--- config.mk ---
export PLATFORM = sky130hd
export DESIGN_NAME = load_store_unit
export DESIGN_NICKNAME = d
export VERILOG_FILES = /design/src/rtl/load_store_unit.sv
export SDC_FILE = /design/constraint.sdc
export NUM_CORES = 1
export LEC_CHECK = 0
export CAP_MARGIN = 15
export CORE_MARGIN = 1.5
export CORE_UTILIZATION = 42
export CTS_CLUSTER_SIZE = 10
export DETAILED_ROUTE_END_ITERATION = 10
export HOLD_SLACK_MARGIN = 0.02
export PLACE_DENSITY = 0.81
export REMOVE_ABC_BUFFERS = 1
export SYNTH_ARGS = -nofsm -noshare
export SYNTH_HDL_FRONTEND = slang
export SYNTH_SLANG_ARGS = --single-unit
--- constraint.sdc ---
create_clock -name clk -period 2.45 [get_ports clk]
set_input_delay 0.245 -clock clk [delete_from_list [all_inputs] [get_ports clk]]
set_output_delay 0.245 -clock clk [all_outputs]
set_load 0.02 [all_outputs]
--- src/rtl/load_store_unit.sv ---
`timescale 1ns/1ps
`default_nettype none
// ============================================================================
// Module   : load_store_unit
// Purpose  : MEM-stage data-memory initiator; issues one load/store, waits on
//            mem_busy, extracts/extends load data. Option: LSU_MISALIGN_TRAP_EN
// Revision : 1.0
// ============================================================================
module load_store_unit #(
    parameter int TIMEOUT_CYCLES = 16
) (
    input  logic        clk,
    input  logic        reset,
    input  logic        flush,
    input  logic        req_valid,
    input  logic        req_load,
    input  logic        req_store,
    input  logic [2:0]  req_funct3,
    input  logic [31:0] req_addr,
    input  logic [31:0] req_wdata,
    input  logic [4:0]  req_rd,
    output logic        mem_read_en,
    output logic        mem_write_en,
    output logic [31:0] ram_address,
    output logic [31:0] data_in,
    output logic [2:0]  load_type,
    output logic [2:0]  store_type,
    input  logic [31:0] data_out,
    input  logic        mem_busy,
    output logic        stall,
    output logic        wb_valid,
    output logic [31:0] wb_data,
    output logic [4:0]  wb_rd,
    output logic        lsu_exc,
    output logic [1:0]  lsu_exc_cause
);

    localparam int              CW        = $clog2(TIMEOUT_CYCLES + 1);
    localparam logic [CW-1:0]   c_TO_LAST = CW'(TIMEOUT_CYCLES - 1);

    typedef enum logic [1:0] {
        S_IDLE = 2'd0,
        S_REQ  = 2'd1,
        S_WAIT = 2'd2,
        S_DONE = 2'd3
    } state_t;

    state_t        r_state;
    state_t        w_state_nxt;

    logic [31:0]   r_addr;
    logic [31:0]   r_wdata;
    logic [31:0]   r_wb_data;
    logic [2:0]    r_funct3;
    logic [2:0]    r_store_type;
    logic [4:0]    r_rd;
    logic          r_is_load;
    logic          r_supported;
    logic          r_dead;
    logic          r_exc;
    logic [1:0]    r_cause;
    logic [CW-1:0] r_cnt;

    logic          w_access;
    logic          w_supp_in;
    logic          w_misalign;
    logic          w_capture;
    logic          w_tout;
    logic [7:0]    w_byte;
    logic [15:0]   w_half;
    logic [31:0]   w_ext;

    assign w_access = req_valid && (req_load || req_store) && !flush;

    always_comb begin
        w_supp_in = 1'b0;
        if (req_load) begin
            case (req_funct3)
                3'b000, 3'b001, 3'b010, 3'b100, 3'b101: w_supp_in = 1'b1;
                default:                                w_supp_in = 1'b0;
            endcase
        end else begin
            w_supp_in = (req_funct3 <= 3'b010);
        end
    end

`ifdef LSU_MISALIGN_TRAP_EN
    assign w_misalign = w_supp_in &&
                        (((req_funct3[1:0] == 2'b01) && req_addr[0]) ||
                         ((req_funct3[1:0] == 2'b10) && (req_addr[1:0] != 2'b00)));
`else
    assign w_misalign = 1'b0;
`endif

    // Lane extraction works on the full word returned by the memory.
    always_comb begin
        w_byte = data_out[7:0];
        case (r_addr[1:0])
            2'd0:    w_byte = data_out[7:0];
            2'd1:    w_byte = data_out[15:8];
            2'd2:    w_byte = data_out[23:16];
            default: w_byte = data_out[31:24];
        endcase
        w_half = r_addr[1] ? data_out[31:16] : data_out[15:0];
        case (r_funct3)
            3'b000:  w_ext = {{24{w_byte[7]}}, w_byte};
            3'b001:  w_ext = {{16{w_half[15]}}, w_half};
            3'b100:  w_ext = {24'd0, w_byte};
            3'b101:  w_ext = {16'd0, w_half};
            default: w_ext = data_out;
        endcase
    end

    always_comb begin
        w_state_nxt = r_state;
        w_capture   = 1'b0;
        w_tout      = 1'b0;
        case (r_state)
            S_IDLE: begin
                if (w_access) begin
                    w_state_nxt = w_misalign ? S_DONE : S_REQ;
                end
            end
            S_REQ: begin
                w_state_nxt = S_WAIT;
            end
            S_WAIT: begin
                // The first WAIT cycle never samples mem_busy.
                if ((r_cnt != '0) && !mem_busy) begin
                    w_capture   = 1'b1;
                    w_state_nxt = S_DONE;
                end else if (r_cnt == c_TO_LAST) begin
                    w_tout      = 1'b1;
                    w_state_nxt = S_DONE;
                end
            end
            default: begin
                w_state_nxt = S_IDLE;
            end
        endcase
    end

    always_ff @(posedge clk) begin
        if (reset) begin
            r_state      <= S_IDLE;
            r_addr       <= '0;
            r_wdata      <= '0;
            r_wb_data    <= '0;
            r_funct3     <= 3'b000;
            r_store_type <= 3'b010;
            r_rd         <= '0;
            r_is_load    <= 1'b0;
            r_supported  <= 1'b0;
            r_dead       <= 1'b0;
            r_exc        <= 1'b0;
            r_cause      <= 2'b00;
            r_cnt        <= '0;
        end else begin
            r_state <= w_state_nxt;
            case (r_state)
                S_IDLE: begin
                    r_dead  <= 1'b0;
                    r_exc   <= 1'b0;
                    r_cause <= 2'b00;
                    if (w_access) begin
                        r_addr      <= req_addr;
                        r_wdata     <= req_wdata;
                        r_funct3    <= req_funct3;
                        r_rd        <= req_rd;
                        r_is_load   <= req_load;
                        r_supported <= w_supp_in;
                        r_cnt       <= '0;
                        if (!req_load) begin
                            r_store_type <= req_funct3;
                        end
                        if (w_misalign) begin
                            r_exc   <= 1'b1;
                            r_cause <= req_load ? 2'b01 : 2'b10;
                        end
                    end
                end
                S_REQ: begin
                    if (flush) begin
                        r_dead <= 1'b1;
                    end
                end
                S_WAIT: begin
                    r_cnt <= r_cnt + CW'(1);
                    if (flush) begin
                        r_dead <= 1'b1;
                    end
                    if (w_capture) begin
                        r_wb_data <= w_ext;
                    end
                    // Unsupported accesses never strobed, so they cannot time out.
                    if (w_tout && r_supported) begin
                        r_exc   <= 1'b1;
                        r_cause <= 2'b11;
                    end
                end
                default: begin
                end
            endcase
        end
    end

    assign stall         = !reset && (((r_state == S_IDLE) && w_access) ||
                                      (r_state == S_REQ) || (r_state == S_WAIT));
    assign mem_read_en   = (r_state == S_REQ) && r_supported && r_is_load;
    assign mem_write_en  = (r_state == S_REQ) && r_supported && !r_is_load;
    assign ram_address   = r_addr;
    assign data_in       = r_wdata;
    assign load_type     = 3'b010;
    assign store_type    = r_store_type;
    assign wb_valid      = (r_state == S_DONE) && r_is_load && r_supported &&
                           !r_exc && !r_dead && !flush;
    assign wb_data       = r_wb_data;
    assign wb_rd         = r_rd;
    assign lsu_exc       = (r_state == S_DONE) && r_exc;
    assign lsu_exc_cause = lsu_exc ? r_cause : 2'b00;

endmodule
`default_nettype wire

* Yosys cells after proc, flatten, opt, wreduce, memory -nomap -nowiden
Cells that the tools add are included.
** Storage, ports and cells
- Logic and storage cells :: 96
- Input port bits :: 111
- Flip-flop bits (word level) :: 120
- Output and inout port bits :: 114
** Operators by class
- Bitwise operators :: 1
- $lt $le $gt $ge :: 1
- Mux-type cells :: 23
- $add $sub $neg :: 1
- Reductions and logical operators :: 40
- Equality and inequality tests :: 17
** Operator list (count)
- $pmux W32 S4 :: 1
- $pmux W8 S3 :: 1
- $mux W16 :: 1
- $logic_and A1 B1 Y1 :: 15
- $eq A3 B3 Y1 const B :: 4
- $reduce_and A2 Y1 :: 6
- $mux W2 :: 5
- $pmux W5 S2 :: 1
- $mux W1 :: 9
- $eq A2 B2 Y1 const B :: 3
- $eq A3 B1 Y1 const B :: 2
- $logic_not A1 Y1 :: 6
- $logic_not A3 Y1 :: 2
- $pmux W2 S3 :: 1
- $add A5 B1 Y5 const B :: 1
- $eq A5 B4 Y1 const B :: 1
- $mux W5 :: 1
- $reduce_bool A5 Y1 :: 1
- $reduce_or A5 Y1 :: 1
- $eq A2 B1 Y1 const B :: 2
- $logic_not A2 Y1 :: 2
- $ne A2 B2 Y1 const B :: 2
- $pmux W1 S2 :: 2
- $pmux W2 S2 :: 1
- 9 further kinds :: 12

* Logic depth before layout (Yosys ltp)
- Depth after elaboration :: 7
- Mapped depth :: 7
- Mapped depth without buffers :: 7

* Least setup slack after synthesis
OpenSTA, ideal clock, no wires.
- Path kind :: flip-flop to flip-flop
- Start point :: reg r_addr[1] (netlist: ram_address[1])
- End point :: reg r_wb_data[21] (netlist: wb_data[21])
- Data arrival time :: 1769 ps
- Setup time :: 134 ps
- Cell stages (with the launch flop) :: 6
- Setup slack :: 547 ps
- Required time :: 2316 ps
- Clock period less this slack :: 1903 ps
- Cells stage by stage :: dfxtp_1 mux4_2 and3b_4 o31ai_4 buf_6 a211oi_1
** On the way
- Word-level cells in the longest chain between the ends :: 3
** Ends and longest elaborated chain
- start: declaration :: RTL line 51 : logic [31:0] r_addr;
- start signal: assignment :: RTL line 166 : r_addr <= req_addr;
- $eq A2 B2 Y1, or another cell as far along :: RTL line 98 : case (r_addr[1:0])
- $pmux W8 S3 :: RTL line 98
- $pmux W32 S4 * :: RTL line 105 : case (r_funct3)
- end signal: assignment :: RTL line 193 : r_wb_data <= w_ext;
- end: declaration :: RTL line 53 : logic [31:0] r_wb_data;
Mark *: on every way between the ends. The rest lies on a longest branch, timed or not.
A chain may end at the register's enable or synchronous reset.

* Worst setup path after layout
- Start point :: reg r_state[0]
- End point :: out stall
** On the way
- Word-level cells in the longest chain between the ends :: 5
** Ends and longest elaborated chain
- start: declaration :: RTL line 48 : state_t r_state;
- start signal: assignment :: RTL line 159 : r_state <= w_state_nxt;
- $logic_not A2 Y1 :: RTL line 207 : assign stall = !reset && (((r_state == S_IDLE) && w_access) ||
- $logic_and A1 B1 Y1 :: RTL line 207
- $logic_or A1 B1 Y1 :: RTL line 207
- $logic_or A1 B1 Y1 * :: RTL line 208 : (r_state == S_REQ) || (r_state == S_WAIT));
- $logic_and A1 B1 Y1 * :: RTL line 207
- end: declaration :: RTL line 30 : output logic stall,
Marks and branches as above.

==> impl.org <==
** Run status
- Run status :: finished clean

** Synthesis
- Synthesis produced a netlist whose cell count is 607.
- Top cells by count, synth :: nand2_1, dfxtp_1, a21oi_1
- Unique masters post-synth :: 45
- Most common cell in the synthesized netlist :: nand2_1
- For this run, the register share of the synthesized area comes to 0.482.
- Synth Warn # :: 0
- Ranked by total cell area, the synthesized netlist is headed by dfxtp_1, nand2_1, a21oi_1, mux2i_1, o221ai_1.
- Of the post-synthesis cell area, the dominant cell type holds 0.482.
- The synthesized design contains 0 enable-type register cells.
- Most instantiated flip-flop cell in the synthesis netlist :: dfxtp_1
- Summed instance area of the synthesized netlist :: 4900 µm²
- Post-synthesis register bit count :: 118
- Area leader, netlist :: dfxtp_1
- Post-Syn Area per Cell :: 8.07 µm²
- Counting flops with an async set or reset pin after synthesis yields a share of 0.

** Min path
- For hold timing, the worst endpoint is ram_address[10].
- Min-Delay Path Class :: in2reg
- Counting instances, the worst hold path has a depth of 3.
- The startpoint identified for the worst hold timing path is req_addr[10].

** Routing
- Total number of vias :: 5,048
- The routed design has 15.3 mm of wire.
- First-pass DRT Iterations :: 5
- Average routed wire per standard cell :: 15.8 µm
- Number of design rule violations left after detail routing :: 0
- The detail route stage leaves a number of antenna-violating nets equal to 0.
- Per-cell via count in the routed design :: 5.21
- The first routing iteration left 325 violations.

** Global route
- For this run, the total global-route usage over all layers was measured as 0.245.
- Antenna violations before repair :: 0
- First-pass GRT wire length :: 24.5 mm
- The number of global-route vias before repair is 5,047.
- Total grt overflow :: 0
- Entering global routing, the biggest net connects 75 pins.

** Place
- Once placement finished, the instance area stood at 7200 µm².
- Placed wire-length estimate :: 10.8 mm
- In this run the tool buffered the top-level ports with 221 buffer cells.
- Once placement completed, the tool counted placed cells totaling 937.
- The congestion estimate from routability-driven global placement came to 0.881.

** Timing
- Final Critical Period :: 2.31 ns
- The final hold violation count came to 0.
- Worst slew slack as a fraction of its limit :: 0.572
- Setup repair after global routing left no endpoint under its margin.
- Number of pins with negative max-slew slack in the final report :: 0
- Slew of the pin with the lowest slew margin :: 0.633 ns
- For this run, the top clock speed supported by timing is 0.432 GHz.
- Final setup violation count :: 0
- Maximum clock skew at final layout :: 0.00978 ns
- Of the available clock period, the critical path in the final layout requires 0.944.
- Minimum hold slack :: 0.385 ns

** Final layout
- Footprint of the multi-input gates :: 2300 µm²
- Fin nets :: 932
- Antenna fix cells :: 0
- Area overhead of the layout relative to synthesis :: 59.3%
- Counting the fill cells in the layout gives 914.
- Summing all flip-flop and latch instances after layout gives 2360 µm².
- Final Non-Filler Cells :: 969
- Of the cells placed in the final design, the portion with a size suffix greater than 1 is 0.0678.
- Once layout is done, the placed cells without fillers occupy 7810 µm².
- Core utilization of the finished layout :: 0.684

** Setup path
- The setup check on the worst reg-to-reg path leaves a slack of 0.47 ns.
- Ordered list of cells on the worst path :: inv_1, ha_1, nand3_2, a21oi_1, clkdlybuf4s50_1
- Cell depth of the worst flop-to-flop path :: 5
- Start-to-end type of the worst setup path :: reg2out
- The endpoint identified for the worst register-to-register timing path is wb_data[21].
- Of all nets on the critical path, the largest fanout is 6.
- In this design, the stage delay of the slowest critical-path cell is 0.62 ns.
- Slowest stage cell, crit path :: clkdlybuf4s50_1
- Together, buffers and inverters on the worst path number 2.
- CP Data Arrival Time :: 2.07 ns
- Setup crit end kind :: primary output
- Kind of cell adding the most delay to the critical path :: buffers and inverters
- Startpoint of the worst-slack reg-to-reg timing path :: ram_address[1]
- The worst setup path is launched from a flop.
- For the worst setup path, the data required time is 2.20 ns.
- The critical path starts at r_state[0].

** Power and ir drop
- Across the VDD grid, the largest voltage drop is 0.000332 V.
- Power density cells :: 673 nW/µm²
- The analysis attributes to cell leakage a power of 0.00277 µW.

** Clock network
- Number of H-tree branching levels :: 4
- TritonCTS built the clock tree.
- The root buffer cell chosen for the clock tree is clkbuf_16.
- In this run, CTS created clock tree buffers numbering 17.
- The clock reaches the later pin of the worst-skew pair after 0.41 ns.
- Clock slew at the register clock pins of the worst setup and hold paths :: 0.06 ns
- In this run, post-CTS hold repair placed 0 buffers.
- Bufs on Longest Clock Path :: 2
- CTS saw 118 sinks.

** Job
- Max-cap violations in this run came to 0.

** Die
- Die Footprint :: 12,300 µm²
- Row generation in the floorplan step produced 39 rows.
- Y dimension of the die :: 111 µm
- Die extent in x :: 111 µm
- For this configuration, the core starts out at a cell density of 0.429.
- During I/O placement, the number of pins put on the boundary was 225.
- Core area :: 11,400 µm²
==> power by group <==
part           internal [µW]  leakage, µW  switching, µW
clock                   1630     0.000276            881
combinational            355      0.00154            361
sequential              1990     0.000957           41.8
==> sequential cells by signal, summed over array words and instances (netlist names) <==
signal	flops
ram_address	32
data_in	32
r_cause	1
wb_rd	5
wb_data	32
r_dead	1
r_funct3	3
r_supported	1
r_cnt	5
store_type	3
r_state	2
r_is_load	1
==> worst max path at each step <==
stage / end / slack, ns / cells past startpoint
finish: stall / 0.14 / 5
global route: stall / 0.02 / 5
CTS: stall / 0.07 / 5
detailed placement: wb_data[21] / 0.32 / 6
global placement: wb_data[20] / 0.39 / 6
floorplan: wb_data[0] / -0.61 / 6
==> worst reg2reg max path: stages (launching register included) <==
cell	delay, ns
dfxtp_1	0.47
mux4_2	0.59
and3b_4	0.21
o31ai_4	0.20
buf_4	0.24
a211oi_1	0.11
==> kinds of logic (layout without fill, tap and decap cells) <==
kind of cell	after synthesis	after routing	share of synthesized area
other	2	3	0.00153
adder cells (fa/ha/maj)	8	8	0.0204
AO/OA/AOI/OAI	144	144	0.177
multiplexers	20	20	0.0439
AND/OR/NAND/NOR	256	256	0.222
buffers and inverters	59	277	0.0531
flip-flops	118	118	0.482
==> layout make-up <==
cell class                 instances  share of cell area
multi-input combinational        431               0.294
timing repair buffer             233               0.298
clock inverter                    11              0.0192
tap                              143              0.0229
sequential                       118               0.303
clock buffer                      21              0.0577
inverter                          12             0.00577
==> layout by cell type (no fill, tap or decap), types with 2 or more instances in the layout <==
cell             instances
a211oi_1                15
a21o_1                   2
a21oi_1                 98
and2_1                   2
and3_1                   3
buf_12                   2
buf_4                   11
bufinv_16                3
clkbuf_1                 3
clkbuf_16               17
clkdlybuf4s50_1        220
clkinvlp_4               5
conb_1                   3
dfxtp_1                118
ha_1                     7
inv_1                   11
mux2_2                   2
mux2i_1                 17
nand2_1                183
nand3_1                  4
nand4b_1                 2
nor2_1                  27
nor2b_1                 17
nor3_1                   5
o211ai_1                 2
o21ai_0                  4
o221ai_1                15
==> through the flow <==
step / setup WS, ns / power [µW] / setup TNS, ns
6_report: 0.138 / 5250 / 0
5_1_grt: 0.0208 / 5440 / 0
4_1_cts: 0.0744 / 5290 / 0
3_5_place_dp: 0.316 / 2780 / 0
3_3_place_gp: 0.389 / 2760 / 0
2_1_floorplan: -0.610 / 2350 / -15.99
==> per-layer routing <==
metal,GRT usage,up-vias,routed length (µm)
li1,-,2456,-
met1,0.270,2356,6050
met2,0.421,215,7570
met3,0.102,21,1520
met4,0.0945,0,206
met5,0,-,0
==> repair_timing <==
action                     4_1_cts  5_1_grt
setup endpoints to repair        0        1
setup buffers                    0        0
gates resized for setup          0        1
(Power assumes the default switching activity.)
==> patch: new RTL, same settings <==
Set the parameter `TIMEOUT_CYCLES` to 32 (it was 16).
--- a/src/rtl/load_store_unit.sv
+++ b/src/rtl/load_store_unit.sv
@@ -7,7 +7,7 @@
 // Revision : 1.0
 // ============================================================================
 module load_store_unit #(
-    parameter int TIMEOUT_CYCLES = 16
+    parameter int TIMEOUT_CYCLES = 32
 ) (
     input  logic        clk,
     input  logic        reset,
Formal check against the unedited RTL: same outputs for any inputs over 4 cycles, from zero or initial values and one cycle with reset high; that may be too few to reach the edited logic, so the function may still have changed.
==> patch against the unedited design <==
Power grew 1.4%. Design area grew 3.1%. Sequential cell count grew 1. Area after synthesis grew 4.9%. Routed wire length grew 7.8%. Count of clock-buffer cells in the layout shrank 1. First-iteration DRC count grew 27%. Setup slack lost 16 ps. Critical path type unchanged. Critical endpoint is now wb_valid. Largest power group unchanged.
==> patch: results (changes against the unedited design) <==
outcome: "complete, no violations"
clk_latency_ps: 420
r2r_cells: 4  # -1
reg2reg_from: "ram_address[1]"
p_leak_uw: 0.00282  # +1.7%
first_pass_iters: 4  # -1
place_ws_ps: 240  # -76.4 ps
ys_warn_count: 0  # unchanged
grt_start_max_net_pins: 86  # +15%
first_iter_violations: 413  # +27%
cts_made_buffers: 17  # unchanged
grt_pass1_wl_um: 26900  # +9.6%
antenna_found_initial: 0  # unchanged
dp_hpwl_um: 11300  # +4.6%
yosys-top-cells-count: "nand2_1, dfxtp_1, a21oi_1, a211oi_1, o21ai_0"
ys_async_sr_fraction_pct: 0  # unchanged
synth_fa_ha_area_share_pct: 1.70  # -0.34 points
cts_resized: 0  # unchanged
r2r_end: "wb_data[11]"
synth_xor_area_share_pct: 0  # unchanged
r2r_slack_ps: 360  # -110 ps
clkTransAtPathRegs_ps: 60  # about the same
num_antenna_cells: 0  # unchanged
viasPerCell: 5.49  # +5.5%
root_buffer: "clkbuf_16"
p_sw_uw: 1320  # +2.8%
end_kind: "output port"
ys_seq_area_share_pct: 46.3  # -1.9 points
drive_above_1_share_pct: 7.23  # +0.45 points
cp_max_fo: 5  # -1
grt_pass1_vias: 5498  # +8.9%
muxShareOfSynthArea_pct: 3.12  # -1.3 points
finalSetupTns_ps: 0  # unchanged
drt-total-wl_um: 16500  # +7.8%
grt_usage_pct: 26.4  # +1.9 points
final_nets: 963  # +3.3%
gp_congestion: 0.890  # +1.0%
htreeDepth: 4  # unchanged
port_buffers: 221  # unchanged
skew_ps: 6.58  # -3.21 ps
synth-compound-area-share_pct: 24.1  # +6.4 points
peakVddDrop_v: 0.000545  # +64%
place_area_mm2: 0.00742  # +3.1%
relSlewSlack_pct: 41.1  # -16 points
postCtsSetupBuffers: 0  # unchanged
hold_class: "in -> reg"
yosys-top-cells-area: "dfxtp_1, nand2_1, a21oi_1"
whs_endpoint: "r_dead"
ys_types: 42  # -6.7%
hold_viol_final: 0  # unchanged
cp.arrival_ps: 2080
whs_path_depth: 2  # -1
hp-start: "reset"
clk_path_buf_depth: 2  # unchanged
[patch: logic make-up (layout without fill, tap and decap cells)]
family | count (synthesis) | after routing
simple gates | 232 | 232
compound gates | 204 | 204
flops | 119 | 119
buf+inv | 67 | 278
mux | 15 | 15
fa+ha+maj | 7 | 7
other cells | 2 | 3
[patch: final cells by class]
class	instances	area [µm²]
fillers	919	3910
inverters	12	45.0
clock buffers	20	457
clock inverters	12	150
flip-flops and latches	119	2380
repair buffers	234	2340
multi-input cells	461	2490
well taps	147	184
[patch: worst max-delay path, cell delays in order (launching register included)]
cell and delay [ps]:
dfxtp_1 420, ha_1 220, nor4b_1 220, and3_1 190
clkdlybuf4s50_1 610
[patch: stage by stage]
| step | power (µW) | hold WS (ps) | std cells |
|---|---|---|---|
| 2_1_floorplan | 2390 | 314 | 592 |
| 3_3_place_gp | 2790 | 442 | 971 |
| 3_5_place_dp | 2810 | 447 | 971 |
| 4_1_cts | 5350 | 139 | 1003 |
| 5_1_grt | 5530 | 172 | 1005 |
| 6_report | 5330 | 153 | 1005 |
[patch: power groups by stage]
stage | logic, µW | clock network, µW | registers [µW]
CTS | 730 | 2570 | 2050
floorplan | 225 | 0 | 2160
finish | 737 | 2540 | 2050
global placement | 705 | 0 | 2080
global route | 794 | 2680 | 2050
detailed placement | 723 | 0 | 2090
[patch: worst max path at each step]
stage | start | end | slack [ps] | cells past startpoint
2_1_floorplan | r_state[0] | data_in[0] | -2330 | 6
3_3_place_gp | req_valid | stall | 290 | 5
3_5_place_dp | req_valid | stall | 240 | 5
4_1_cts | r_state[1] | wb_valid | 110 | 4
5_1_grt | r_state[1] | wb_valid | 30 | 4
6_report | r_state[1] | wb_valid | 120 | 4
[patch: layer usage]
metal	global-route usage, %	vias up	share of wire [%]
met5	0	-	0
met4	11.8	0	2.9
met3	10.0	35	9.0
met2	45.5	251	50
met1	29.0	2598	38
li1	-	2638	-
